`config.mk`:
```
export PLATFORM = sky130hd
export DESIGN_NAME = fwd_hazard_ctrl_flat
export DESIGN_NICKNAME = d
export VERILOG_FILES = /design/src/rtl/rv_pipe_pkg.sv /design/src/rtl/fwd_hazard_ctrl_if.sv /design/src/rtl/fwd_sel_calc.sv /design/src/rtl/fwd_hazard_ctrl.sv /design/src/flat_wrapper.sv
export SDC_FILE = /design/constraint.sdc
export NUM_CORES = 1
export LEC_CHECK = 0
export BUFFER_PORTS_ARGS = -buffer_cell sky130_fd_sc_hd__buf_2
export CORE_MARGIN = 1
export CORE_UTILIZATION = 36
export CTS_BUF_LIST = sky130_fd_sc_hd__clkbuf_4 sky130_fd_sc_hd__clkbuf_8 sky130_fd_sc_hd__clkbuf_16
export DETAILED_ROUTE_END_ITERATION = 10
export RECOVER_POWER = 100
export SYNTH_ARGS = -nofsm -noshare
export SYNTH_HDL_FRONTEND = slang
export SYNTH_SLANG_ARGS = --single-unit
```
`constraint.sdc`:
```
create_clock -name clk -period 4.6 [get_ports clk]
set_input_delay 0.92 -clock clk [delete_from_list [all_inputs] [get_ports clk]]
set_output_delay 0.92 -clock clk [all_outputs]
set_load 0.03 [all_outputs]
```
`src/rtl/rv_pipe_pkg.sv`:
```
// Shared pipeline types for the EX-stage forwarding and hazard control.
package rv_pipe_pkg;

    localparam int unsigned RF_AW = 5;

    typedef enum logic [1:0] {
        FWD_RF  = 2'b00,
        FWD_WB  = 2'b01,
        FWD_MEM = 2'b10
    } fwd_sel_t;

    typedef struct packed {
        logic [RF_AW-1:0] rd;
        logic             reg_write;
        logic             mem_read;
    } hz_stage_t;

    localparam logic [RF_AW-1:0] REG_X0 = '0;

endpackage

```
`src/rtl/fwd_hazard_ctrl_if.sv`:
```
// ID-stage decode info in, forwarding selects and stall/flush controls out.
interface fwd_hazard_ctrl_if
    import rv_pipe_pkg::*;
#(
    parameter int unsigned RA_W  = RF_AW,
    parameter int unsigned CNT_W = 32
) ();
    logic [RA_W-1:0]  id_rs1;
    logic [RA_W-1:0]  id_rs2;
    logic             id_use_rs1;
    logic             id_use_rs2;
    logic [RA_W-1:0]  id_rd;
    logic             id_reg_write;
    logic             id_mem_read;
    logic             ex_branch_taken;
    fwd_sel_t         fwd_a_sel;
    fwd_sel_t         fwd_b_sel;
    logic             pc_write_en;
    logic             ifid_write_en;
    logic             idex_bubble;
    logic             ifid_flush;
    logic [CNT_W-1:0] stall_cnt;
    logic [CNT_W-1:0] flush_cnt;

    modport master (
        output id_rs1, id_rs2, id_use_rs1, id_use_rs2, id_rd, id_reg_write, id_mem_read,
               ex_branch_taken,
        input  fwd_a_sel, fwd_b_sel, pc_write_en, ifid_write_en, idex_bubble, ifid_flush,
               stall_cnt, flush_cnt
    );

    modport slave (
        input  id_rs1, id_rs2, id_use_rs1, id_use_rs2, id_rd, id_reg_write, id_mem_read,
               ex_branch_taken,
        output fwd_a_sel, fwd_b_sel, pc_write_en, ifid_write_en, idex_bubble, ifid_flush,
               stall_cnt, flush_cnt
    );

endinterface

```
`src/rtl/fwd_sel_calc.sv`:
```
// Priority compare of one source register against the two older in-flight producers.
module fwd_sel_calc
    import rv_pipe_pkg::*;
#(
    parameter int unsigned RA_W = RF_AW
) (
    input  logic [RA_W-1:0] rs,
    input  logic            use_rs,
    input  logic            near_wr,
    input  logic [RA_W-1:0] near_rd,
    input  logic            far_wr,
    input  logic [RA_W-1:0] far_rd,
    output fwd_sel_t        sel
);

    // The nearer producer reaches EX/MEM when this instruction reaches EX, so it wins.
    always_comb begin
        sel = FWD_RF;
        if (near_wr && near_rd != REG_X0 && use_rs && rs == near_rd) begin
            sel = FWD_MEM;
        end else if (far_wr && far_rd != REG_X0 && use_rs && rs == far_rd) begin
            sel = FWD_WB;
        end
    end

endmodule

```
`src/rtl/fwd_hazard_ctrl.sv`:
```
// Forwarding select generation, load-use stall, branch flush and their perf counters.
module fwd_hazard_ctrl
    import rv_pipe_pkg::*;
#(
    parameter int unsigned RA_W  = RF_AW,
    parameter int unsigned CNT_W = 32
) (
    input logic              clk,
    input logic              rst_n,
    fwd_hazard_ctrl_if.slave bus
);

    hz_stage_t        idex_q;
    logic [RA_W-1:0]  exmem_rd_q;
    logic             exmem_wr_q;
    fwd_sel_t         fwd_a_q, fwd_b_q;
    fwd_sel_t         sel_a, sel_b;
    logic [CNT_W-1:0] stall_cnt_q, flush_cnt_q;
    logic             load_use, flush, stall, bubble;

    always_comb begin
        load_use = idex_q.mem_read && idex_q.rd != REG_X0 &&
                   ((bus.id_use_rs1 && bus.id_rs1 == idex_q.rd) ||
                    (bus.id_use_rs2 && bus.id_rs2 == idex_q.rd));
        flush    = bus.ex_branch_taken;
        stall    = load_use && !flush;
        bubble   = stall || flush;
    end

    fwd_sel_calc #(.RA_W(RA_W)) u_sel_a (
        .rs      (bus.id_rs1),
        .use_rs  (bus.id_use_rs1),
        .near_wr (idex_q.reg_write),
        .near_rd (idex_q.rd),
        .far_wr  (exmem_wr_q),
        .far_rd  (exmem_rd_q),
        .sel     (sel_a)
    );

    fwd_sel_calc #(.RA_W(RA_W)) u_sel_b (
        .rs      (bus.id_rs2),
        .use_rs  (bus.id_use_rs2),
        .near_wr (idex_q.reg_write),
        .near_rd (idex_q.rd),
        .far_wr  (exmem_wr_q),
        .far_rd  (exmem_rd_q),
        .sel     (sel_b)
    );

    always_ff @(posedge clk or negedge rst_n) begin
        if (!rst_n) begin
            idex_q      <= '0;
            exmem_rd_q  <= '0;
            exmem_wr_q  <= 1'b0;
            fwd_a_q     <= FWD_RF;
            fwd_b_q     <= FWD_RF;
            stall_cnt_q <= '0;
            flush_cnt_q <= '0;
        end else begin
            exmem_rd_q <= idex_q.rd;
            exmem_wr_q <= idex_q.reg_write;
            if (bubble) begin
                idex_q  <= '0;
                fwd_a_q <= FWD_RF;
                fwd_b_q <= FWD_RF;
            end else begin
                idex_q  <= '{rd: bus.id_rd, reg_write: bus.id_reg_write,
                             mem_read: bus.id_mem_read};
                fwd_a_q <= sel_a;
                fwd_b_q <= sel_b;
            end
            if (stall && stall_cnt_q != '1) stall_cnt_q <= stall_cnt_q + CNT_W'(1);
            if (flush && flush_cnt_q != '1) flush_cnt_q <= flush_cnt_q + CNT_W'(1);
        end
    end

    assign bus.fwd_a_sel     = fwd_a_q;
    assign bus.fwd_b_sel     = fwd_b_q;
    assign bus.pc_write_en   = !stall;
    assign bus.ifid_write_en = !stall;
    assign bus.idex_bubble   = bubble;
    assign bus.ifid_flush    = flush;
    assign bus.stall_cnt     = stall_cnt_q;
    assign bus.flush_cnt     = flush_cnt_q;

endmodule
```
`src/flat_wrapper.sv`:
```
// flat-port wrapper written by rule: the top's interface ports become plain ports
module fwd_hazard_ctrl_flat import rv_pipe_pkg::*;
#(
    parameter int unsigned RA_W  = RF_AW,
    parameter int unsigned CNT_W = 32
)
  (clk, rst_n, bus_id_rs1, bus_id_rs2, bus_id_use_rs1, bus_id_use_rs2, bus_id_rd, bus_id_reg_write, bus_id_mem_read, bus_ex_branch_taken, bus_fwd_a_sel, bus_fwd_b_sel, bus_pc_write_en, bus_ifid_write_en, bus_idex_bubble, bus_ifid_flush, bus_stall_cnt, bus_flush_cnt);
  fwd_hazard_ctrl_if #(.RA_W(RA_W), .CNT_W(CNT_W)) bus_i ();
  input logic clk;
  input logic rst_n;
  input wire logic [$bits(bus_i.id_rs1)-1:0] bus_id_rs1;
  input wire logic [$bits(bus_i.id_rs2)-1:0] bus_id_rs2;
  input wire logic [$bits(bus_i.id_use_rs1)-1:0] bus_id_use_rs1;
  input wire logic [$bits(bus_i.id_use_rs2)-1:0] bus_id_use_rs2;
  input wire logic [$bits(bus_i.id_rd)-1:0] bus_id_rd;
  input wire logic [$bits(bus_i.id_reg_write)-1:0] bus_id_reg_write;
  input wire logic [$bits(bus_i.id_mem_read)-1:0] bus_id_mem_read;
  input wire logic [$bits(bus_i.ex_branch_taken)-1:0] bus_ex_branch_taken;
  output wire logic [$bits(bus_i.fwd_a_sel)-1:0] bus_fwd_a_sel;
  output wire logic [$bits(bus_i.fwd_b_sel)-1:0] bus_fwd_b_sel;
  output wire logic [$bits(bus_i.pc_write_en)-1:0] bus_pc_write_en;
  output wire logic [$bits(bus_i.ifid_write_en)-1:0] bus_ifid_write_en;
  output wire logic [$bits(bus_i.idex_bubble)-1:0] bus_idex_bubble;
  output wire logic [$bits(bus_i.ifid_flush)-1:0] bus_ifid_flush;
  output wire logic [$bits(bus_i.stall_cnt)-1:0] bus_stall_cnt;
  output wire logic [$bits(bus_i.flush_cnt)-1:0] bus_flush_cnt;
  assign bus_i.id_rs1 = bus_id_rs1;
  assign bus_i.id_rs2 = bus_id_rs2;
  assign bus_i.id_use_rs1 = bus_id_use_rs1;
  assign bus_i.id_use_rs2 = bus_id_use_rs2;
  assign bus_i.id_rd = bus_id_rd;
  assign bus_i.id_reg_write = bus_id_reg_write;
  assign bus_i.id_mem_read = bus_id_mem_read;
  assign bus_i.ex_branch_taken = bus_ex_branch_taken;
  assign bus_fwd_a_sel = bus_i.fwd_a_sel;
  assign bus_fwd_b_sel = bus_i.fwd_b_sel;
  assign bus_pc_write_en = bus_i.pc_write_en;
  assign bus_ifid_write_en = bus_i.ifid_write_en;
  assign bus_idex_bubble = bus_i.idex_bubble;
  assign bus_ifid_flush = bus_i.ifid_flush;
  assign bus_stall_cnt = bus_i.stall_cnt;
  assign bus_flush_cnt = bus_i.flush_cnt;
  fwd_hazard_ctrl #(.RA_W(RA_W), .CNT_W(CNT_W)) u_core (.clk(clk), .rst_n(rst_n), .bus(bus_i));
endmodule
```
# ---- Word level (Yosys, flattened, before mapping)
# Index checks and enable logic that the tools add are counted.
dict set report totals {
  register_bits 81
  wordCells 47
}
dict set report op_classes {
  n_addsub 2
  n_eq_ne 6
  n_mux 7
  n_reduce_logical 23
}
# op count
set op_table {}
lappend op_table {{32-bit by 1-bit adder with 32-bit output (second input constant)} 2}
lappend op_table {{32-bit != test (second input constant)} 2}
lappend op_table {{5-bit equality test} 4}
lappend op_table {{1-bit logical AND} 17}
lappend op_table {{5-bit nonzero test} 2}
lappend op_table {{2-bit 2-to-1 mux} 4}
lappend op_table {{7-bit 2-to-1 mux} 1}
lappend op_table {{1-bit zero test} 2}
lappend op_table {{1-bit logical OR} 2}
lappend op_table {{1-bit 2-to-1 mux} 2}

# ---- Logic depth before layout (Yosys ltp)
dict set report logic_depth {
  ltp_word 7
  depth_mapped 8
  ltp_nobuf 7
}

# ---- Modules after synthesis
# Synthesis repeated with hierarchy kept, for this count alone.
dict set report hier_totals {
  hier_cells 361
  hier_area_um2 3972.6
}
# module n_inst cells_per_inst area_per_inst_um2 seq_area_each_um2
set by_module_without_submodules {}
lappend by_module_without_submodules {fwd_hazard_ctrl 1 323 3657.3 2026.9}
lappend by_module_without_submodules {fwd_sel_calc 2 19 157.7 0.0}

# ---- Worst setup path after synthesis
# Ideal clock, no wire load.
dict set report synth_timing {
  path_kind {input -> output}
  from {in bus_id_rs2[3]}
  to {out bus_pc_write_en}
  arrival_ps 2325
  path_slack_ps 1355
  cell_stages 7
  n_path_buf 2
  cell_sequence {xor2_1 nor4_1 and3_1 o21a_1 inv_2 clkbuf_1 buf_4}
}
dict set report synth_via {
  elab_chain_cells 6
}
# item line
set synth_rtl {}
lappend synth_rtl {{start, declared} flat_wrapper.sv:12} ;# input wire logic [$bits(bus_i.id_rs2)-1:0] bus_id_rs2;
lappend synth_rtl {{5-bit equality test} fwd_hazard_ctrl.sv:24} ;# (bus.id_use_rs2 && bus.id_rs2 == idex_q.rd));
lappend synth_rtl {{1-bit logical AND} fwd_hazard_ctrl.sv:24}
lappend synth_rtl {{1-bit logical OR} fwd_hazard_ctrl.sv:23} ;# ((bus.id_use_rs1 && bus.id_rs1 == idex_q.rd) ||
lappend synth_rtl {{1-bit logical AND} fwd_hazard_ctrl.sv:22} ;# load_use = idex_q.mem_read && idex_q.rd != REG_X0 &&
lappend synth_rtl {{1-bit logical AND} fwd_hazard_ctrl.sv:26} ;# stall = load_use && !flush;
lappend synth_rtl {{1-bit zero test} n/a}
lappend synth_rtl {{end, declared} flat_wrapper.sv:21} ;# output wire logic [$bits(bus_i.pc_write_en)-1:0] bus_pc_write_en;
# No other way between the ends.

# ---- Worst setup path in the final report
dict set report layout_timing {
  from {in bus_id_rs2[3]}
  to {out bus_idex_bubble}
}
dict set report layout_via {
  elab_chain_cells 6
}
# item line
set layout_rtl {}
lappend layout_rtl {{5-bit equality test} fwd_hazard_ctrl.sv:24}
lappend layout_rtl {{1-bit logical AND} fwd_hazard_ctrl.sv:24}
lappend layout_rtl {{1-bit logical OR} fwd_hazard_ctrl.sv:23}
lappend layout_rtl {{1-bit logical AND} fwd_hazard_ctrl.sv:22}
lappend layout_rtl {{1-bit logical AND} fwd_hazard_ctrl.sv:26}
lappend layout_rtl {{1-bit logical OR} fwd_hazard_ctrl.sv:27} ;# bubble = stall || flush;
lappend layout_rtl {{end, declared} flat_wrapper.sv:23} ;# output wire logic [$bits(bus_i.idex_bubble)-1:0] bus_idex_bubble;
# No other way between the ends.

==> results_dict.tcl <==
set metrics [dict create \
    post_synth_num_cell_types 39 \
    coreArea_sq_mm 0.01042 \
    synth_fa_ha_area_share_pct 0.6400 \
    die_y_um 106.2 \
    cpMaxStageDelayCell "nor2b_1" \
    num_vias 2975 \
    worstPathArrival_ns 2.49 \
    worstHoldStart "u_core.idex_q[1]" \
    violations "capacitance limit, slew limit" \
    initialDrtViolationCount 77 \
    num_rows 37 \
    ys_seq_area_share_pct 51.84 \
    synth_ff_type "dfrtp_1" \
    grt_pass1_wl_mm 14.73 \
    ir_drop_mv 0.1772 \
    worst_slew_pin_slew_ns 2.003 \
    slowest_delay_ns 0.47 \
    preCtsSetupSlack_ns 1.281 \
    hold_depth 0 \
    r2r-start "u_core.idex_q[5]" \
    placement.io_buffers 93 \
    worst_setup_path_start_kind "input port" \
    finalCriticalPeriod_ns 3.408 \
    final_layout_size_suffix_gt1_share_pct 8.753 \
    path_clk_slew_ns 0.08 \
    clk_latency_ns 0.35 \
    grt_pass1_vias 3002 \
    worstPathRequired_ns 3.68 \
    final_nets 477 \
    cts.sinks 81 \
    dp_hpwl_mm 6.091 \
    cp-end-kind "primary output" \
    cts_buffers 9 \
    cp_cell_sequence "clkbuf_1 > xor2_1 > nor4_1 > and3_1 > o21bai_1 > nor2b_1 > inv_1 > clkbuf_1" \
    synth_top_family_by_area "simple AND/OR/NAND/NOR gates" \
    wl_mm 8.585 \
    final.setup_skew_ns 0.009638 \
    antenna_found_initial 0 \
    grt_max_degree 82 \
    drv_slew 82 \
    setup_viol 0 \
    status "finished with violations" \
    htreeDepth 3 \
    synth_compound_area_share_pct 1.856 \
    cpMostUsedCell "clkbuf_1" \
    gr-usage-all-layers_pct 16.43 \
    crit_type "in2out" \
    cts_hold_buffers 0 \
    grt-ovfl-total 0 \
    antenna_cells 0 \
    max_cap_violations 1 \
    post-route-period-util_pct 74.09 \
    worst_slack_ns 1.192 \
    p_per_area_mw_per_mm2 336.8 \
    path_max_fanout 10 \
    clock-root-buffer "clkbuf_8" \
    layout_common_cells "dfrtp_1 (81), clkbuf_1 (75), xor2_1 (48)" \
    dieArea_sq_mm 0.01128 \
    postSynthAreaPerCell_sq_um 10.98 \
    die_x_um 106.2 \
    synth_nets 380 \
    rsz0062_at_grt "no" \
    cts_resized 0 \
    cts_tree "built" \
    clock_path_buffers 2 \
    synth-seq-cells 81 \
    drc_errors 0 \
    hold_class "reg2reg" \
    vias_per_cell 5.017 \
    async_reset_ff_share_pct 100.0 \
    start_util_pct 37.54 \
    synth-edff-count 0 \
    synth_warnings 0 \
    timing.fmax_mhz 293.4 \
    final_common_cell "dfrtp_1" \
    post-cts-setup-buffer-count 0 \
    slew_headroom_pct -33.50 \
    p_leak_nw 2.101 \
    muxShareOfSynthArea_pct 0.5760 \
    antenna_left 0 \
    rr_worst_depth 8 \
    synth_xor_xnor_area_share_pct 17.70 \
    tns_ns 0 \
    crit_start "bus_id_rs2[3]" \
    gp_congestion 0.7685 \
    syn_to_final_growth_pct 16.77 \
    synth-simple-area-share_pct 25.34 \
    synth_area_sq_mm 0.003910 \
    hold_viol_final 0 \
    first_pass_iters 5 \
    syn_inst 356 \
    wl_per_cell_um 14.48 \
    ioPinCount 94 \
]
[worst paths after layout]
path / to / slack (ns)
worst max-delay path: bus_idex_bubble / 1.19
worst min-delay path: u_core.exmem_wr_q / 0.41
worst max register to register: u_core.bus.stall_cnt[22] / 1.74
worst min register to register: u_core.exmem_wr_q / 0.41
max in group asynchronous: u_core.bus.stall_cnt[20] / 2.29
min in group asynchronous: u_core.bus.fwd_a_sel[0] / 1.14
[metal layers]
metal  up-vias  GRT usage (%)  part of all wire, %
met4         0          4.663                  1.0
met3         7          4.353                  5.5
li1       1442              -                    -
met2        83          26.58                   47
met1      1443          21.59                   47
met5         -              0                    0
[per-stage QoR]
step / power [mW] / instances / instance area (sq um) / util, % / hold slack (ns)
finish: 1.538 / 593 / 4566 / 43.83 / 0.4134
global route: 1.616 / 593 / 4566 / 43.83 / 0.4285
CTS: 1.570 / 593 / 4726 / 45.37 / 0.4147
detailed placement: 1.012 / 578 / 4518 / 43.38 / 0.3856
global placement: 1.007 / 578 / 4518 / 43.38 / 0.3948
floorplan: 0.9314 / 356 / 3910 / - / 0.3588
[where the power goes]
group	internal [mW]	total (mW)	switching, mW
logic	0.0570	0.189	0.132
registers	0.749	0.797	0.0474
clock network	0.301	0.552	0.251
total	1.11	1.54	0.431
[final cells by class]
class | instances | area [sq um]
Clock buffer | 9 | 123.9
Clock inverter | 6 | 83.83
Fill cell | 1066 | 5851
Inverter | 7 | 26.28
Multi-Input combinational cell | 259 | 1750
Sequential cell | 81 | 2027
Tap cell | 136 | 170.2
Timing Repair Buffer | 95 | 384.1
[synth_stat cells, types with 2 or more instances]
| library cell | n | area [sq um] |
|---|---|---|
| nand2_1 | 30 | 112.6 |
| and4_1 | 7 | 61.31 |
| nor4_1 | 14 | 87.58 |
| xnor2_1 | 31 | 271.5 |
| nor3b_1 | 3 | 22.52 |
| nand3_1 | 25 | 125.1 |
| and2_1 | 11 | 68.82 |
| nor4_2 | 9 | 112.6 |
| mux2_1 | 2 | 22.52 |
| nor2b_1 | 2 | 12.51 |
| xor2_1 | 48 | 420.4 |
| buf_2 | 4 | 20.02 |
| dfrtp_1 | 81 | 2027 |
| nor2_1 | 17 | 63.81 |
| nor3_1 | 13 | 65.06 |
| nand4_1 | 21 | 131.4 |
| inv_1 | 6 | 22.52 |
| clkbuf_1 | 2 | 7.510 |
| and3_1 | 8 | 50.05 |
| buf_4 | 2 | 15.01 |
| ha_1 | 2 | 25.02 |
[registers in the layout, summed over array words and instances, names as in the netlist]
register and cells:
u_core.bus.flush_cnt 32, u_core.exmem_wr_q 1, u_core.bus.stall_cnt 32, u_core.bus.fwd_a_sel 2, u_core.exmem_rd_q 5, u_core.bus.fwd_b_sel 2, u_core.idex_q 7
[cell families (layout without fill, tap and decap cells)]
| group | count (synthesis) | count (layout) |
|---|---|---|
| AOI/OAI and AO/OA | 8 | 8 |
| adders and majority gates | 2 | 2 |
| muxes | 2 | 2 |
| buffers and inverters | 16 | 117 |
| xor gates and xnor gates | 79 | 79 |
| DFF | 81 | 81 |
| and+or+nand+nor | 168 | 168 |
[worst max-delay path, delay by kind of cell]
family | cells | cell delay, ns
AO/OA/AOI/OAI | 1 | 0.13
XOR/XNOR | 1 | 0.17
buffers and inverters | 3 | 0.52
AND/OR/NAND/NOR | 3 | 0.75
Power figures use the tool's default switching activity.
